File: config.mk
export PLATFORM = sky130hd
export DESIGN_NAME = user_evt_servicer
export DESIGN_NICKNAME = d
export VERILOG_FILES = /design/src/rtl/user_evt_pkg.sv /design/src/rtl/user_evt_rr_pick.sv /design/src/rtl/user_evt_servicer.sv
export SDC_FILE = /design/constraint.sdc
export NUM_CORES = 1
export LEC_CHECK = 0
export BUFFER_PORTS_ARGS = -buffer_cell sky130_fd_sc_hd__buf_2
export CAP_MARGIN = 30
export CORE_MARGIN = 1
export CORE_UTILIZATION = 49
export DETAILED_ROUTE_END_ITERATION = 8
export GPL_TIMING_DRIVEN = 0
export PLACE_DENSITY = 0.69
export REMOVE_ABC_BUFFERS = 1
export SLEW_MARGIN = 20
export SYNTH_ARGS = -nofsm -noshare
export SYNTH_HDL_FRONTEND = slang
export SYNTH_SLANG_ARGS = --single-unit
File: constraint.sdc
create_clock -name clk -period 4.5 [get_ports clk]
set_input_delay 0.45 -clock clk [delete_from_list [all_inputs] [get_ports clk]]
set_output_delay 0.45 -clock clk [all_outputs]
set_load 0.05 [all_outputs]
File: src/rtl/user_evt_pkg.sv
// Shared constants, FSM state type and round-robin search helper for the user event servicer.
package user_evt_pkg;

  localparam int unsigned N_SRC_DEF = 12;
  localparam int unsigned IDX_W_DEF = 4;
  localparam int unsigned MAX_SRC   = 16;
  localparam int unsigned MAX_IDX_W = 4;

  typedef enum logic {
    IDLE    = 1'b0,
    PRESENT = 1'b1
  } state_t;

  // First set bit of pending at or above ptr, wrapping n_src-1 -> 0; 0 if none set.
  function automatic logic [MAX_IDX_W-1:0] rr_pick(
    input logic [MAX_SRC-1:0]   pending,
    input logic [MAX_IDX_W-1:0] ptr,
    input int unsigned          n_src
  );
    logic [MAX_IDX_W-1:0] sel;
    logic                 found;
    int unsigned          idx;
    sel   = '0;
    found = 1'b0;
    for (int unsigned off = 0; off < MAX_SRC; off++) begin
      idx = 32'(ptr) + off;
      if (idx >= n_src) idx = idx - n_src;
      if (!found && (off < n_src) && pending[idx[MAX_IDX_W-1:0]]) begin
        sel   = idx[MAX_IDX_W-1:0];
        found = 1'b1;
      end
    end
    return sel;
  endfunction

endpackage

File: src/rtl/user_evt_rr_pick.sv
// Combinational round-robin selector: picks the next pending source starting at ptr.
module user_evt_rr_pick
  import user_evt_pkg::*;
#(
  parameter int unsigned N_SRC = N_SRC_DEF,
  parameter int unsigned IDX_W = IDX_W_DEF
) (
  input  logic [N_SRC-1:0] pending_i,
  input  logic [IDX_W-1:0] ptr_i,
  output logic [IDX_W-1:0] sel_c_o,
  output logic             any_c_o
);

  logic [MAX_SRC-1:0]   pending_ext;
  logic [MAX_IDX_W-1:0] ptr_ext;

  // Widen to the helper's fixed width and run the search.
  always_comb begin
    pending_ext = MAX_SRC'(pending_i);
    ptr_ext     = MAX_IDX_W'(ptr_i);
    sel_c_o     = IDX_W'(rr_pick(pending_ext, ptr_ext, N_SRC));
    any_c_o     = |pending_i;
  end

endmodule

File: src/rtl/user_evt_servicer.sv
// User event servicer: rising-edge capture into pending bits, round-robin
// presentation on a valid/ready port, aggregate pending flag and overflow pulse.
// Optional input synchroniser enabled by defining USER_EVT_SYNC_EN.
module user_evt_servicer
  import user_evt_pkg::*;
#(
  parameter int unsigned N_SRC = N_SRC_DEF,
  parameter int unsigned IDX_W = IDX_W_DEF
) (
  input  logic             clk,
  input  logic             rst_n,
  input  logic [N_SRC-1:0] user_in,
  output logic             evt_valid,
  input  logic             evt_ready,
  output logic [IDX_W-1:0] evt_idx,
  output logic             user_out,
  output logic             evt_ovf
);

  logic [N_SRC-1:0] s_in;
  logic [N_SRC-1:0] prev_q;
  logic [N_SRC-1:0] pend_q, pend_d;
  logic [N_SRC-1:0] rise;
  logic [N_SRC-1:0] acc_mask;
  logic             accept;
  logic             ovf_q, ovf_d;
  logic             uo_q;
  state_t           state_q, state_d;
  logic             valid_q, valid_d;
  logic [IDX_W-1:0] idx_q, idx_d;
  logic [IDX_W-1:0] rr_q, rr_d;
  logic [IDX_W-1:0] sel;
  logic             any;

`ifdef USER_EVT_SYNC_EN
  logic [N_SRC-1:0] sync1_q, sync2_q;

  // Two-flop synchroniser per line ahead of edge detection.
  always_ff @(posedge clk or negedge rst_n) begin
    if (!rst_n) begin
      sync1_q <= '0;
      sync2_q <= '0;
    end else begin
      sync1_q <= user_in;
      sync2_q <= sync1_q;
    end
  end

  assign s_in = sync2_q;
`else
  assign s_in = user_in;
`endif

  // Round-robin search over the registered pending vector.
  user_evt_rr_pick #(
    .N_SRC (N_SRC),
    .IDX_W (IDX_W)
  ) u_pick (
    .pending_i (pend_q),
    .ptr_i     (rr_q),
    .sel_c_o   (sel),
    .any_c_o   (any)
  );

  // Edge detect and pending update; a new edge wins over a same-cycle clear.
  always_comb begin
    accept = valid_q & evt_ready;
    rise   = s_in & ~prev_q;
    for (int i = 0; i < int'(N_SRC); i++) begin
      acc_mask[i] = accept && (idx_q == IDX_W'(i));
    end
    pend_d = rise | (pend_q & ~acc_mask);
    ovf_d  = |(rise & pend_q & ~acc_mask);
  end

  // Next-state and presentation logic; IDLE always costs one cycle between grants.
  always_comb begin
    state_d = state_q;
    valid_d = valid_q;
    idx_d   = idx_q;
    rr_d    = rr_q;
    case (state_q)
      IDLE: begin
        if (any) begin
          idx_d   = sel;
          valid_d = 1'b1;
          state_d = PRESENT;
        end
      end
      PRESENT: begin
        if (accept) begin
          valid_d = 1'b0;
          rr_d    = (idx_q == IDX_W'(N_SRC - 1)) ? '0 : idx_q + IDX_W'(1);
          state_d = IDLE;
        end
      end
      default: begin
        state_d = IDLE;
        valid_d = 1'b0;
      end
    endcase
  end

  // State, pending and output registers.
  always_ff @(posedge clk or negedge rst_n) begin
    if (!rst_n) begin
      state_q <= IDLE;
      prev_q  <= '0;
      pend_q  <= '0;
      valid_q <= 1'b0;
      idx_q   <= '0;
      rr_q    <= '0;
      uo_q    <= 1'b0;
      ovf_q   <= 1'b0;
    end else begin
      state_q <= state_d;
      prev_q  <= s_in;
      pend_q  <= pend_d;
      valid_q <= valid_d;
      idx_q   <= idx_d;
      rr_q    <= rr_d;
      uo_q    <= |pend_d;
      ovf_q   <= ovf_d;
    end
  end

  assign evt_valid = valid_q;
  assign evt_idx   = idx_q;
  assign user_out  = uo_q;
  assign evt_ovf   = ovf_q;

endmodule
# [Yosys cells after proc, flatten, opt, wreduce, memory -nomap -nowiden]
# Cells that the tools add are included.
[word_totals] out_inout_bits=7 mem_bits_ro=0 latchBits=0 n_memories=0 ramBits=0 register_bits=36
[classes] mul=0 magnitude_cmp=24 bitwise=9 n_eq_ne=13 shift=0 n_mux=66 div_mod_pow=0 addsub=24 n_reduce_logical=41
[ops] operator="4-bit two-way mux" count=25
[ops] operator="4-bit by 5-bit less-than comparator with 1-bit output, second input constant" count=12
[ops] operator="5-bit by 4-bit >= comparator with 1-bit output, second input constant" count=11
[ops] operator="12-bit bitwise AND" count=4
[ops] operator="1-bit binary-select mux with 4-bit select" count=12
[ops] operator="4-bit subtractor, second input constant" count=12
[ops] operator="12-bit OR reduction" count=3
[ops] operator="1-bit two-way mux" count=27
[ops] operator="12-bit inverter" count=2
[ops] operator="1-bit logical AND" count=23
[ops] operator="4-bit by 3-bit adder with 5-bit output, second input constant" count=4
[ops] operator="4-bit by 4-bit adder with 5-bit output, second input constant" count=4
[ops] operator="4-bit by 3-bit == test with 1-bit output, second input constant" count=4
[ops] operator="4-bit == test, second input constant" count=4
[ops] operator="12-bit bitwise OR" count=1
[ops] operator="1-bit zero test" count=11
[ops] operator="4-bit by 2-bit adder with 5-bit output, second input constant" count=2
[ops] operator="4-bit by 2-bit == test with 1-bit output, second input constant" count=2
[ops] operator="2-bit AND reduction" count=3
[ops] operator="4-bit by 1-bit adder with 5-bit output, second input constant" count=1
[ops] operator="4-bit by 1-bit adder with 4-bit output, second input constant" count=1
[ops] operator="4-bit by 1-bit == test with 1-bit output, second input constant" count=1
[ops] operator="4-bit >= comparator, second input constant" count=1
[ops] operator="4-bit zero test" count=1
[ops] operator="other kinds (4)" count=6

# [Depth between registers and ports, before layout]
# Gate-level depths: netlist of the first run.
[logic_depth] word_depth=38 mapped_depth=17 mapped_depth_nobuf=15

# [By module]
# From an unflattened synthesis of the first run, not the netlist that was laid out.
[hier_totals] cells_unflattened=454 area_unflattened_um2=3868.7
[by_module_without_submodules] module="user_evt_rr_pick" area_per_inst_um2=2384.8 seq_area_each_um2=0.0 cells_each=323 n_inst=1
[by_module_without_submodules] module="user_evt_servicer" area_per_inst_um2=1483.9 seq_area_each_um2=900.9 cells_each=131 n_inst=1

# [Least setup slack after synthesis of the first run]
# No wires, ideal clock.
[synth_timing] path_kind="register to register" from="register rr_q[1]" to="register idx_q[3] (netlist: evt_idx[3])" arrival_ps=4098 path_stages_with_launch=18 setup_ps=84 required_time_ps=4416 setup_slack_ps=318 synth_period_minus_slack_ps=4182 path_cell_list="dfrtp_1 -> buf_4 -> clkbuf_1 -> inv_1 -> ha_1 -> a21oi_1 -> xnor2_1 -> ha_1 -> and2_1 -> or3_1 -> o21ai_1 -> mux2_2 -> a21o_1 -> or3_1 -> a21o_1 -> o22ai_1 -> o221ai_1 -> a41oi_2"
[synth_between] elab_chain_cells=38
[synth_lines] item="from (decl)" line="user_evt_servicer.sv:31" text="logic [IDX_W-1:0] rr_q, rr_d;"
[synth_lines] item="from (signal assigned)" line="user_evt_servicer.sv:121" text="rr_q <= rr_d;"
[synth_lines] item="parallel branches: the longest is 37 deep, another holds 4-bit by 1-bit adder with 5-bit output"
[synth_lines] item="4-bit two-way mux *" line="user_evt_pkg.sv:28" text="if (!found && (off < n_src) && pending[idx[MAX_IDX_W-1:0]]) begin"
[synth_lines] item="to (signal assigned)" line="user_evt_servicer.sv:120" text="idx_q <= idx_d;"
[synth_lines] item="to (decl)" line="user_evt_servicer.sv:30" text="logic [IDX_W-1:0] idx_q, idx_d;"
# Every way passes the cells marked *. The select of a mux whose other input is x is not followed.
# A chain may end at the register's enable or synchronous reset.

# [Worst setup path in the final report of the first run]
[layout_timing] from="register rr_q[2]" to="register idx_q[3] (netlist: evt_idx[3])"
# Same word-level chain as after synthesis.

==> impl_metrics.json, run 1 <==
{
  "drv_cap": 0,
  "dpl.hpwl_microns": 7170,
  "yosys-top-cells-area": "dfrtp_1 (24%), ha_1 (9.1%), mux4_2 (7.9%), nand2_1 (6.4%), mux2i_1 (4.1%)",
  "hold_buffers": 0,
  "dieWidth_microns": 89.0,
  "viasPerCell": 6.18,
  "ys_async_sr_fraction": 1.00,
  "synth_flop_cell": "dfrtp_1",
  "endpoint_kind": "flop",
  "max_freq_ghz": 0.232,
  "status": "completed",
  "synth_largest_area_cell": "dfrtp_1",
  "hold_path_class": "in2async",
  "grt_max_degree": 37,
  "critPathArrivalTime_ns": 4.52,
  "syn_area_sq_um": 3710,
  "synth-seq-area-share": 0.243,
  "core_sq_um": 7290,
  "nets": 496,
  "skew_ns": 0.00337,
  "critPathMaxFanout": 16,
  "slew_violations": 0,
  "grt_pass1_vias": 3064,
  "worstSetupPathType": "reg2reg",
  "synth_edf_count": 0,
  "yosysWarnings": 0,
  "vias": 3424,
  "rsz0062_at_grt": "no",
  "cts_tree": "yes",
  "multi_input_area_sq_um": 2680,
  "grt_pass1_wl_microns": 14800,
  "totalWireLength_microns": 9510,
  "die_h_microns": 89.0,
  "post-place-ws_ns": -0.600,
  "ys_types": 71,
  "drc": 0,
  "ant_nets": 0,
  "clock_latency_ns": 0.29,
  "slew_headroom": 0.370,
  "startpoint_type": "flop",
  "die_area_sq_um": 7910,
  "setup_ws_ns": 0.185,
  "htree_num_levels": 2,
  "worst_pin_slew_ns": 0.940,
  "syn_inst": 431,
  "design_area_sq_um": 4080,
  "setup_viol": 0,
  "area_growth_pct": 9.96,
  "finalWeightedCongestion": 1.02,
  "finalCritPeriodShare": 0.959,
  "cts.sinks": 36,
  "antenna_found_initial": 0,
  "rows": 31,
  "io_pins": 22,
  "cp_data_required_time_ns": 4.71,
  "clk_path_buf_depth": 2,
  "timing.hold.ws_ns": 0.228,
  "numPortBuffers": 21,
  "insertedDiodeCount": 0,
  "yosys_register_bits": 36,
  "cts_root_buf": "clkbuf_8",
  "grt_use_total": 0.248,
  "first_pass_iters": 5,
  "cts_buffers": 5,
  "hold_violations": 0,
  "drt_iter0_markers": 267,
  "initial_core_util": 0.508,
  "drive_above_1_share": 0.182,
  "placed_area_sq_um": 3860,
  "grt_overflow": 0,
  "fin_crit_ns": 4.31,
  "fill_cells": 698,
  "seq_area_sq_um": 912,
  "syn-mean-instance-area_sq_um": 8.60,
  "wl_per_cell_microns": 17.2,
  "synth_top_area_share": 0.243,
  "cts.clk_slew.worst_paths_ns": 0.07
}
-- final timing paths --
check | slack (ns) | endpoint | from | cells past startpoint
max | 0.19 | evt_idx[3] | rr_q[2] | 14
min | 0.23 | prev_q[0] | rst_n | 1
max reg2reg | 0.19 | evt_idx[3] | rr_q[2] | 14
min reg2reg | 0.54 | pend_q[10] | prev_q[10] | 2
max in group asynchronous | 3.71 | rr_q[2] | rst_n | 1
min in group clk | 0.28 | prev_q[6] | user_in[6] | 1
-- metal layers --
layer | up-vias | track usage | wire length [microns]
met4 | 0 | 0.0779 | 241
met3 | 22 | 0.0249 | 443
li1 | 1645 | - | -
met2 | 112 | 0.463 | 4850
met5 | - | 0 | 0
met1 | 1645 | 0.300 | 3980
-- cell usage after synthesis, types with 4 or more instances --
cell,count
o22ai_1,12
o21ai_1,6
xnor2_1,8
nand2b_1,14
inv_2,4
nand3b_1,6
mux2_2,4
mux2i_1,15
nor4_1,8
nor3b_1,5
nand3_1,12
a21o_1,4
a31oi_1,7
nor3_1,8
nor2_1,27
o21ai_0,20
and2_1,7
dfrtp_1,36
inv_1,16
mux4_2,13
o21a_1,6
a21oi_1,25
ha_1,27
nand2_1,63
clkbuf_1,6
-- critical path: stages (launching register included) --
cell	delay, ns
dfrtp_4	0.61
ha_1	0.38
a21oi_2	0.27
xnor2_1	0.19
ha_1	0.24
and2_1	0.18
or3_1	0.37
o21ai_2	0.19
mux2_2	0.38
a21o_1	0.26
or3_1	0.40
a21o_1	0.18
o22ai_1	0.18
o221ai_1	0.19
a41oi_2	0.21
-- state kept, by name, indices dropped and copies added (netlist names) --
register   cells
evt_ovf        1
rr_q           4
user_out       1
evt_valid      1
pend_q        12
evt_idx        4
prev_q        12
state_q        1
-- per-stage QoR --
stage,utilization,cells,setup TNS [ns]
2_1_floorplan,-,417,0
4_1_cts,0.545,546,0
6_report,0.559,554,0
3_5_place_dp,0.529,537,-2.16
5_1_grt,0.559,554,0
3_3_place_gp,0.529,537,-1.76
-- final cells by class --
cell class | instances | share of cell area
multi-input cells | 361 | 0.657
flip-flops and latches | 36 | 0.224
repair buffers | 30 | 0.0424
well taps | 99 | 0.0304
inverters | 20 | 0.0203
clock buffers | 6 | 0.0178
clock inverters | 2 | 0.00860
-- cells in the final DEF, fill, tap and decap left out, drive strengths merged, types with 3 or more instances in the layout --
cell,netlist,layout
a21oi,25,25
mux2i,15,15
nor4,9,9
ha,27,27
a221oi,3,3
a31oi,7,7
nor2b,3,3
nand2b,14,14
nor3b,5,5
and2,7,7
a21boi,3,3
a21o,4,4
o21a,7,7
nand3b,7,7
nor3,9,9
xnor2,11,11
o21ai,26,26
nor2,27,27
a211o,3,3
a211oi,5,5
dfrtp,36,36
o22ai,12,12
mux2,5,5
nand3,13,13
nand2,63,63
or2,3,3
mux4,13,13
inv,20,18
buf,7,30
clkbuf,7,6
or3,3,3
-- what timing repair did --
item / in CTS / in global routing
resized for setup: 4 / 9
buffers inserted: 1 / 8
endpoints found under the setup margin: 4 / 4
-- cells by family after synthesis --
family / after synthesis / share of synthesized area
XOR/XNOR: 12 / 0.0344
multiplexers: 33 / 0.135
AND/OR/NAND/NOR: 168 / 0.232
flip-flops: 36 / 0.243
AO/OA/AOI/OAI: 121 / 0.223
adder cells (fa/ha/maj): 27 / 0.0912
buffers and inverters: 34 / 0.0419
Power of run 1 is not shown: default switching activity piles up to over one toggle a cycle in this logic, so the estimate is an artifact.
==> run 2: changes to the inputs <==
--- a/config.mk
+++ b/config.mk
@@ -7,13 +7,12 @@
 export LEC_CHECK = 0
 export BUFFER_PORTS_ARGS = -buffer_cell sky130_fd_sc_hd__buf_2
 export CAP_MARGIN = 30
-export CORE_MARGIN = 1
+export CORE_MARGIN = 5
 export CORE_UTILIZATION = 49
 export DETAILED_ROUTE_END_ITERATION = 8
 export GPL_TIMING_DRIVEN = 0
 export PLACE_DENSITY = 0.69
 export REMOVE_ABC_BUFFERS = 1
-export SLEW_MARGIN = 20
 export SYNTH_ARGS = -nofsm -noshare
 export SYNTH_HDL_FRONTEND = slang
 export SYNTH_SLANG_ARGS = --single-unit
==> impl_metrics.json, run 2 (synthesis results as in run 1) <==
{
  "status": "completed",
  "numPortBuffers": 21,
  "skew_ns": 0.00574,
  "drv_cap": 0,
  "fin_crit_ns": 4.25,
  "cts.sinks": 36,
  "setup_viol": 0,
  "area_growth_pct": 9.52,
  "rows": 31,
  "worst_pin_slew_ns": 0.883,
  "initial_core_util": 0.508,
  "grt_overflow": 0,
  "drive_above_1_share": 0.171,
  "die_h_microns": 97.0,
  "hold_path_class": "in2async",
  "r2r_cells": 15,
  "final_cell_count_no_fill": 548,
  "crit_path_cell_trace": "inv_1 > ha_1 > a21oi_2 > xnor2_1 > ha_1 > and2_1 > or3_1 > o21ai_1 > mux2_2 > a21o_1 > or3_1 > nor3_1 > a22o_1 > o31ai_1 > a31oi_1",
  "cp_top_family": "simple AND/OR/NAND/NOR gates",
  "critPathArrivalTime_ns": 4.44,
  "drt_iter0_markers": 181,
  "nets": 490,
  "seq_area_sq_um": 910,
  "reg2reg_to": "evt_idx[1]",
  "reg2reg_slack_ns": 0.25,
  "slew_headroom": 0.409,
  "grt_pass1_vias": 3165,
  "cp_data_required_time_ns": 4.70,
  "clk_path_buf_depth": 2,
  "drc": 0,
  "totalWireLength_microns": 10100,
  "max_freq_ghz": 0.235,
  "cts.clk_slew.worst_paths_ns": 0.07,
  "cp_slowest_stage_delay_ns": 0.52,
  "fill_cells": 716,
  "top_regs": "pend_q (12), prev_q (12)",
  "dp_cells": 538,
  "grt_max_degree": 37,
  "cts_root_buf": "clkbuf_8",
  "utilization": 0.557,
  "final_common_cell": "nand2_1",
  "htree_num_levels": 2,
  "finalCritPeriodShare": 0.944,
  "dpl.hpwl_microns": 7740,
  "rsz0062_at_grt": "no",
  "cts_buffers": 5,
  "multi_input_area_sq_um": 2680,
  "timing.hold.ws_ns": 0.230,
  "antenna_found_initial": 0,
  "grt_use_total": 0.208,
  "dieWidth_microns": 97.0,
  "hold_violations": 0,
  "die_area_sq_um": 9400,
  "critPathMaxFanout": 8,
  "layout_common_cells": "nand2_1 (63), dfrtp_1 (33), nor2_1 (27)",
  "startpoint_type": "flop",
  "viasPerCell": 6.19,
  "placed_area_sq_um": 3880,
  "design_area_sq_um": 4060,
  "critPathBufInv": 1,
  "core_sq_um": 7290,
  "clock_latency_ns": 0.28,
  "finalWeightedCongestion": 0.991,
  "endpoint_kind": "flop",
  "grt_pass1_wl_microns": 16100,
  "ant_nets": 0,
  "cts_tree": "yes",
  "vias": 3392,
  "wl_per_cell_microns": 18.4,
  "slew_violations": 0,
  "crit_slowest_cell": "dfrtp_4",
  "r2r-start": "rr_q[1]",
  "first_pass_iters": 5,
  "hold_buffers": 0,
  "worstSetupPathType": "reg2reg",
  "insertedDiodeCount": 0,
  "io_pins": 22
}
## run 2: cell count changes in the layout (fill, tap and decap cells not counted), sizes merged
cell      delta
buf          -6
inv          +2
clkbuf       -1
clkinvlp     -1
## run 2: per-stage QoR
step	setup slack, ns	TNS, ns
after global placement	-0.467	-1.73
final	0.254	0
after global routing	0.0180	0
after floorplan	0.355	0
after detailed placement	-0.478	-1.71
after CTS	0.00618	0
## run 2: final cells by class
| cell class | instances | share of cell area |
|---|---|---|
| Clock buffer | 5 | 0.0170 |
| Sequential cell | 36 | 0.224 |
| Tap cell | 99 | 0.0305 |
| Timing Repair Buffer | 24 | 0.0395 |
| Clock inverter | 3 | 0.0105 |
| Inverter | 20 | 0.0185 |
| Multi-Input combinational cell | 361 | 0.660 |
## run 2: per-layer routing
| metal | up-vias | share of wire | GRT usage |
|---|---|---|---|
| li1 | 1633 | - | - |
| met1 | 1643 | 0.42 | 0.269 |
| met2 | 89 | 0.50 | 0.355 |
| met3 | 27 | 0.050 | 0.0266 |
| met4 | 0 | 0.029 | 0.0756 |
| met5 | - | 0 | 0 |
## run 2: how the worst max path moves through the flow
stage	startpoint	endpoint	slack [ns]	cells after the start
6_report	rr_q[1]	evt_idx[1]	0.25	15
3_3_place_gp	rr_q[1]	evt_idx[1]	-0.47	15
5_1_grt	rr_q[0]	evt_idx[2]	0.02	15
2_1_floorplan	rr_q[1]	evt_idx[3]	0.36	15
4_1_cts	rr_q[1]	evt_idx[1]	0.006	15
3_5_place_dp	rr_q[1]	evt_idx[1]	-0.48	15
## run 2: repair_timing
item | in CTS | in global routing
setup endpoints to repair | 4 | 4
resized for setup | 4 | 8
buffers inserted | 0 | 2
pin swaps | 0 | 0
Power of run 2 is left out for the same reason.
